## config.mk

```make
export PLATFORM = sky130hd
export DESIGN_NAME = day33_100bit_adder_flat
export DESIGN_NICKNAME = d
export VERILOG_FILES = /design/src/rtl/day33_100bit_adder_if.sv /design/src/rtl/day33_100bit_adder.sv /design/src/flat_wrapper.sv
export SDC_FILE = /design/constraint.sdc
export NUM_CORES = 1
export LEC_CHECK = 0
export ABC_CLOCK_PERIOD_IN_PS = 35700
export BUFFER_PORTS_ARGS = -buffer_cell sky130_fd_sc_hd__clkbuf_2
export CAP_MARGIN = 25
export CELL_PAD_IN_SITES_DETAIL_PLACEMENT = 0
export CELL_PAD_IN_SITES_GLOBAL_PLACEMENT = 1
export CORE_ASPECT_RATIO = 0.9
export CORE_MARGIN = 2
export CORE_UTILIZATION = 32
export CTS_CLUSTER_DIAMETER = 200
export DETAILED_ROUTE_END_ITERATION = 6
export GPL_TIMING_DRIVEN = 0
export PLACE_DENSITY = 0.82
export SLEW_MARGIN = 20
export SYNTH_ARGS = -nofsm -noshare
export SYNTH_HDL_FRONTEND = slang
export SYNTH_SLANG_ARGS = --single-unit
```

## constraint.sdc

```tcl
create_clock -name clk -period 35.7 [get_ports clk]
set_input_delay 3.57 -clock clk [delete_from_list [all_inputs] [get_ports clk]]
set_output_delay 3.57 -clock clk [all_outputs]
set_load 0.02 [all_outputs]
```

## src/rtl/day33_100bit_adder_if.sv

```systemverilog
// Operand/result bundle for the registered carry-select adder.
// The master drives operands and observes results; the adder is the slave.
interface day33_100bit_adder_if #(
  parameter int unsigned WIDTH = 100
);
  logic             in_valid;
  logic [WIDTH-1:0] A;
  logic [WIDTH-1:0] B;
  logic             Cin;
  logic [WIDTH-1:0] Sum;
  logic             Cout;
  logic             out_valid;

  modport master (
    output in_valid,
    output A,
    output B,
    output Cin,
    input  Sum,
    input  Cout,
    input  out_valid
  );

  modport slave (
    input  in_valid,
    input  A,
    input  B,
    input  Cin,
    output Sum,
    output Cout,
    output out_valid
  );
endinterface

```

## src/rtl/day33_100bit_adder.sv

```systemverilog
// Registered WIDTH-bit adder: {Cout, Sum} = A + B + Cin, one cycle latency.
// Carry-select datapath built from BLOCK-bit ripple slices of full-adder cells.
module day33_100bit_adder #(
  parameter int unsigned WIDTH = 100,
  parameter int unsigned BLOCK = 10
) (
  input  logic                  clk,
  input  logic                  rst_n,
  day33_100bit_adder_if.slave   bus
);

  localparam int unsigned NSLICE = WIDTH / BLOCK;

  if ((WIDTH % BLOCK) != 0) begin : g_bad_block
    $error("day33_100bit_adder: WIDTH must be a multiple of BLOCK");
  end

  // BLOCK-bit ripple chain of full-adder cells; returns {carry_out, sum}.
  function automatic logic [BLOCK:0] ripple(
    input logic [BLOCK-1:0] a,
    input logic [BLOCK-1:0] b,
    input logic             ci
  );
    logic             c;
    logic [BLOCK-1:0] s;
    c = ci;
    s = '0;
    for (int i = 0; i < BLOCK; i++) begin
      s[i] = a[i] ^ b[i] ^ c;
      c    = (a[i] & b[i]) | (c & (a[i] ^ b[i]));
    end
    return {c, s};
  endfunction

  logic [NSLICE:0]  carry;
  logic [WIDTH-1:0] sum_c;

  assign carry[0] = bus.Cin;

  for (genvar k = 0; k < NSLICE; k++) begin : g_slice
    logic [BLOCK-1:0] a_s;
    logic [BLOCK-1:0] b_s;

    assign a_s = bus.A[k*BLOCK +: BLOCK];
    assign b_s = bus.B[k*BLOCK +: BLOCK];

    if (k == 0) begin : g_first
      logic [BLOCK:0] r;
      assign r                    = ripple(a_s, b_s, carry[0]);
      assign sum_c[0 +: BLOCK]    = r[BLOCK-1:0];
      assign carry[1]             = r[BLOCK];
    end else begin : g_select
      // Both carry hypotheses are precomputed; the incoming carry only steers the mux.
      logic [BLOCK:0] r0;
      logic [BLOCK:0] r1;
      logic [BLOCK:0] r_sel;
      assign r0                      = ripple(a_s, b_s, 1'b0);
      assign r1                      = ripple(a_s, b_s, 1'b1);
      assign r_sel                   = carry[k] ? r1 : r0;
      assign sum_c[k*BLOCK +: BLOCK] = r_sel[BLOCK-1:0];
      assign carry[k+1]              = r_sel[BLOCK];
    end
  end

  logic [WIDTH-1:0] sum_q;
  logic             cout_q;
  logic             valid_q;

  // Result register; operands are ignored unless in_valid, so idle inputs never disturb Sum/Cout.
  always_ff @(posedge clk) begin
    if (!rst_n) begin
      sum_q   <= '0;
      cout_q  <= 1'b0;
      valid_q <= 1'b0;
    end else begin
      valid_q <= bus.in_valid;
      if (bus.in_valid) begin
        sum_q  <= sum_c;
        cout_q <= carry[NSLICE];
      end
    end
  end

  assign bus.Sum       = sum_q;
  assign bus.Cout      = cout_q;
  assign bus.out_valid = valid_q;

endmodule

```

## src/flat_wrapper.sv

```systemverilog
// flat-port wrapper written by rule: the top's interface ports become plain ports
module day33_100bit_adder_flat 
#(
  parameter int unsigned WIDTH = 100,
  parameter int unsigned BLOCK = 10
)
  (clk, rst_n, bus_in_valid, bus_A, bus_B, bus_Cin, bus_Sum, bus_Cout, bus_out_valid);
  day33_100bit_adder_if #(.WIDTH(WIDTH)) bus_i ();
  input  logic clk;
  input  logic rst_n;
  input wire logic [$bits(bus_i.in_valid)-1:0] bus_in_valid;
  input wire logic [$bits(bus_i.A)-1:0] bus_A;
  input wire logic [$bits(bus_i.B)-1:0] bus_B;
  input wire logic [$bits(bus_i.Cin)-1:0] bus_Cin;
  output wire logic [$bits(bus_i.Sum)-1:0] bus_Sum;
  output wire logic [$bits(bus_i.Cout)-1:0] bus_Cout;
  output wire logic [$bits(bus_i.out_valid)-1:0] bus_out_valid;
  assign bus_i.in_valid = bus_in_valid;
  assign bus_i.A = bus_A;
  assign bus_i.B = bus_B;
  assign bus_i.Cin = bus_Cin;
  assign bus_Sum = bus_i.Sum;
  assign bus_Cout = bus_i.Cout;
  assign bus_out_valid = bus_i.out_valid;
  day33_100bit_adder #(.WIDTH(WIDTH), .BLOCK(BLOCK)) u_core (.clk(clk), .rst_n(rst_n), .bus(bus_i));
endmodule
```

Yosys cells after proc, flatten, opt, wreduce, memory -nomap -nowiden
Cells that the tools add are included.
W data, S select, Z words.
{"block": "classes", "div": 0, "n_addsub": 0, "n_eq_ne": 0, "muxes": 9, "reduce_logical": 0, "shift": 0, "magnitude_cmp": 0, "n_bitwise": 734, "n_mul": 0}
{"operator": "$and A1 B1 Y1", "count": 272}
{"operator": "$xor A1 B1 Y1", "count": 272}
{"operator": "$or A1 B1 Y1", "count": 181}
{"operator": "$mux W11", "count": 9}
{"operator": "$not A1 Y1", "count": 9}
{"block": "word_totals", "rom_bits": 0, "elab_cells": 746, "out_inout_bits": 102, "inputBits": 204, "regBits": 102, "latch_bits": 0, "n_memories": 0, "mem_bits_rw": 0}

Longest topological paths before layout
{"block": "logic_depth", "depth_word": 30, "mapped_depth": 120, "ltp_nobuf": 120}

Worst setup path before layout
OpenSTA, ideal clock, no wires.
{"block": "synth_timing", "path_kind": "in2reg", "startpoint": "input bus_Cin", "endpoint": "register u_core.sum_q[99], in the netlist u_core.bus.Sum[99]", "stages": 115, "arrival_time_ns": 37.948, "setup_time_ns": 0.058, "path_buffers": 0, "required_ns": 35.642, "setup_slack_ns": -2.306, "path_cell_list": "fa_1 fa_1 fa_1 fa_1 fa_1 fa_1 fa_1 fa_1 fa_1 inv_1 fa_1 o21ai_0 fa_1 fa_1 fa_1 fa_1 fa_1 fa_1 [... 79 more ...] fa_1 inv_1 fa_1 o21ai_0 fa_1 fa_1 fa_1 fa_1 fa_1 fa_1 inv_1 fa_1 inv_1 fa_1 inv_1 fa_1 nand2_1 o211a_1"}
{"item": "start: declaration", "line": "flat_wrapper.sv:14", "rtl": "input wire logic [$bits(bus_i.Cin)-1:0] bus_Cin;"}
{"item": "end signal: assignment", "line": "day33_100bit_adder.sv:78", "rtl": "sum_q <= sum_c;"}
{"item": "end: declaration", "line": "day33_100bit_adder.sv:65", "rtl": "logic [WIDTH-1:0] sum_q;"}

==> results.json <==
{
  "num_rows": 48,
  "irDropWorstVdd_mv": 0.02356,
  "antenna_found_initial": 0,
  "r2r_start": "u_core.bus.Sum[30]$_SDFFE_PN0P_",
  "r2r_end": "u_core.bus.Sum[30]$_SDFFE_PN0P_",
  "multi_input_area_um2": 4056,
  "syn_inst": 519,
  "fin_nets": 1157,
  "highest_layer": "met4",
  "synth_seq_area_share_pct": 32.90,
  "placeableCoreArea_um2": 19100,
  "synth.avg_cell_area_um2": 11.96,
  "min_from": "u_core.bus.Sum[69]$_SDFFE_PN0P_",
  "fin_ws_ns": -0.05044,
  "cts_made_buffers": 9,
  "diodes": 0,
  "criticalPathCategory": "in2reg",
  "hpwlAfterDp_um": 13960,
  "synth.ff_latch_count": 102,
  "path_buf_inv": 14,
  "grt_max_degree": 17,
  "first_pass_iters": 4,
  "grt_first_pass_wirelength_um": 26120,
  "tns_ns": -0.05044,
  "final_cells": 1098,
  "period_minus_slack_ns": 35.75,
  "arrival_ns": 36.04,
  "initial_core_util_pct": 32.49,
  "max_cap_viol_count": 0,
  "r2r_setup_slack_ns": 35.04,
  "htree_levels": 3,
  "fin_total_pwr_uw": 337.3,
  "seq_area_um2": 2042,
  "io_buffers": 303,
  "p_leak_nw": 4.283,
  "skew_ns": 0,
  "wl_met2_um": 8423,
  "ctsHoldBuffers": 0,
  "path_clk_slew_ns": 0.07,
  "critPathCaptureType": "register",
  "worst_pin_slew_ns": 0.4997,
  "wl_met3_um": 1459,
  "cp-start-kind": "input pin",
  "fill_cells": 1839,
  "holdCritPathClass": "reg2reg",
  "cts.sinks": 102,
  "drt_wl_total_um": 16840,
  "netlist_area_um2": 6206,
  "vias": 4755,
  "reg2regPathDepth": 2,
  "rsz0062_at_grt": "yes",
  "area_growth_pct": 39.50,
  "min_path_cells": 1,
  "first_global_vias": 5217,
  "clk_latency_ns": 0.34,
  "cp_slowest_cell": "fa_2",
  "wl_per_cell_um": 15.34,
  "timing.final.crit_share_pct": 100.1,
  "power_density_nw_per_um2": 38.96,
  "drt-met1-wl_um": 6744,
  "die_area_um2": 20530,
  "violations": "setup timing",
  "maxSlewViolCount": 0,
  "grt_overflow": 0,
  "hold_end": "u_core.bus.Sum[69]$_SDFFE_PN0P_",
  "drive_gt1_share_pct": 53.66,
  "status": "finished, violations left",
  "clk_path_buf_depth": 2,
  "route.detailed.drc": 0,
  "synth_cell_types": 18,
  "io_pins": 306,
  "drtIter0Drc": 86,
  "syn-num-nets": 832,
  "setup_viol": 1,
  "pre_cts_slack_ns": -1.980,
  "slew_headroom_pct": 66.69,
  "cp_common_cell": "fa_2",
  "gp_congestion": 0.7681,
  "dieWidth_um": 150.8,
  "grt_usage_pct": 16.71,
  "cts_tree": "built",
  "dp.cells": 1072,
  "cp_data_required_time_ns": 35.99,
  "die_height_um": 136.1,
  "vias_per_cell": 4.331,
  "critPathMaxStageDelay_ns": 0.41,
  "clk_root_buffer_cell": "clkbuf_16",
  "critPathTopFamily": "adder cells",
  "drtAntennaViolNets": 0,
  "path_max_fanout": 2,
  "ys_warn_count": 0,
  "fmax_mhz": 27.97,
  "hold_viol": 0
}
## cell families after synthesis
family,synth area share [%]
buffers and inverters,6.028
muxes,13.55
AOI/OAI and AO/OA,3.145
DFF,32.90
and+or+nand+nor,10.12
adders and majority gates,32.98
xor gates and xnor gates,1.270
## area by class of cell
cell class | count | share of cell area [%]
Clock buffer | 11 | 2.688
Inverter | 58 | 2.515
Sequential cell | 102 | 23.59
Multi-Input combinational cell | 335 | 46.86
Timing Repair Buffer | 314 | 18.54
Tap cell | 250 | 3.613
Buffer | 24 | 1.807
Clock inverter | 4 | 0.3902
## worst max path at each step
stage	from	end	slack (ns)	depth (start not counted)
after global placement	bus_Cin	u_core.bus.Sum[99]$_SDFFE_PN0P_	-1.63	116
final	bus_Cin	u_core.bus.Sum[99]$_SDFFE_PN0P_	-0.05	116
after floorplan	bus_Cin	u_core.bus.Sum[99]$_SDFFE_PN0P_	0.01	115
after detailed placement	bus_Cin	u_core.bus.Sum[99]$_SDFFE_PN0P_	-1.98	116
after CTS	bus_Cin	u_core.bus.Sum[99]$_SDFFE_PN0P_	-0.24	116
after global routing	bus_Cin	u_core.bus.Sum[99]$_SDFFE_PN0P_	-0.89	116
## per-stage QoR
step                hold WS, ns  utilization, %  cell area, um2
floorplan                0.5606               -            6376
global placement         0.4610           42.96            8205
detailed placement       0.4678           42.96            8205
CTS                      0.4852           45.03            8601
global route             0.4941           45.33            8657
finish                   0.4829           45.33            8657
## metal layers
metal | global-route usage, % | vias up
li1 | - | 2286
met1 | 19.84 | 2268
met2 | 29.77 | 188
met3 | 4.933 | 13
met4 | 3.842 | 0
met5 | 0 | -
## synthesized netlist by cell type
cell type | number | area, um2
a21oi_1 | 1 | 5.000
buf_2 | 5 | 25.02
buf_4 | 8 | 60.06
buf_6 | 1 | 11.26
buf_8 | 2 | 30.03
clkbuf_1 | 8 | 30.03
dfxtp_1 | 102 | 2042
fa_1 | 91 | 1822
ha_1 | 18 | 225.2
inv_1 | 58 | 217.7
mux2i_1 | 84 | 840.8
nand2_1 | 18 | 67.56
nand3b_1 | 8 | 60.06
nor2b_1 | 80 | 500.5
o211a_1 | 12 | 120.1
o21ai_0 | 14 | 70.07
xnor2_1 | 1 | 8.760
xor2_1 | 8 | 70.07
## cell usage in the layout, fill, tap and decap left out, types with 4 or more instances in the layout
master / count
o21ai_0: 9
inv_2: 13
dfxtp_1: 102
nand2_1: 18
nor2b_1: 80
mux2i_1: 80
o211a_1: 12
buf_2: 5
o21ai_2: 4
buf_4: 19
fa_2: 90
clkbuf_1: 10
xor2_1: 8
clkbuf_2: 302
inv_1: 45
mux2i_2: 4
ha_1: 18
clkbuf_16: 9
nand3b_1: 8
## sequential cells by signal (all words and copies together), names as in the netlist
register / count
u_core.bus.Sum: 100
u_core.bus.Cout: 1
u_core.bus.out_valid: 1
## power by group
group          internal [mW]  total [mW]  switching (mW)
Combinational         0.0512       0.111          0.0602
Clock                 0.0476      0.0927          0.0451
Sequential             0.127       0.133         0.00660
Total                  0.225       0.337           0.112
## timing repair
| item | CTS | global route |
|---|---|---|
| pin swaps | 13 | 1 |
| setup endpoints to repair | 6 | 5 |
| setup buffers | 8 | 3 |
| resized for setup | 37 | 15 |
(Power assumes the default switching activity.)
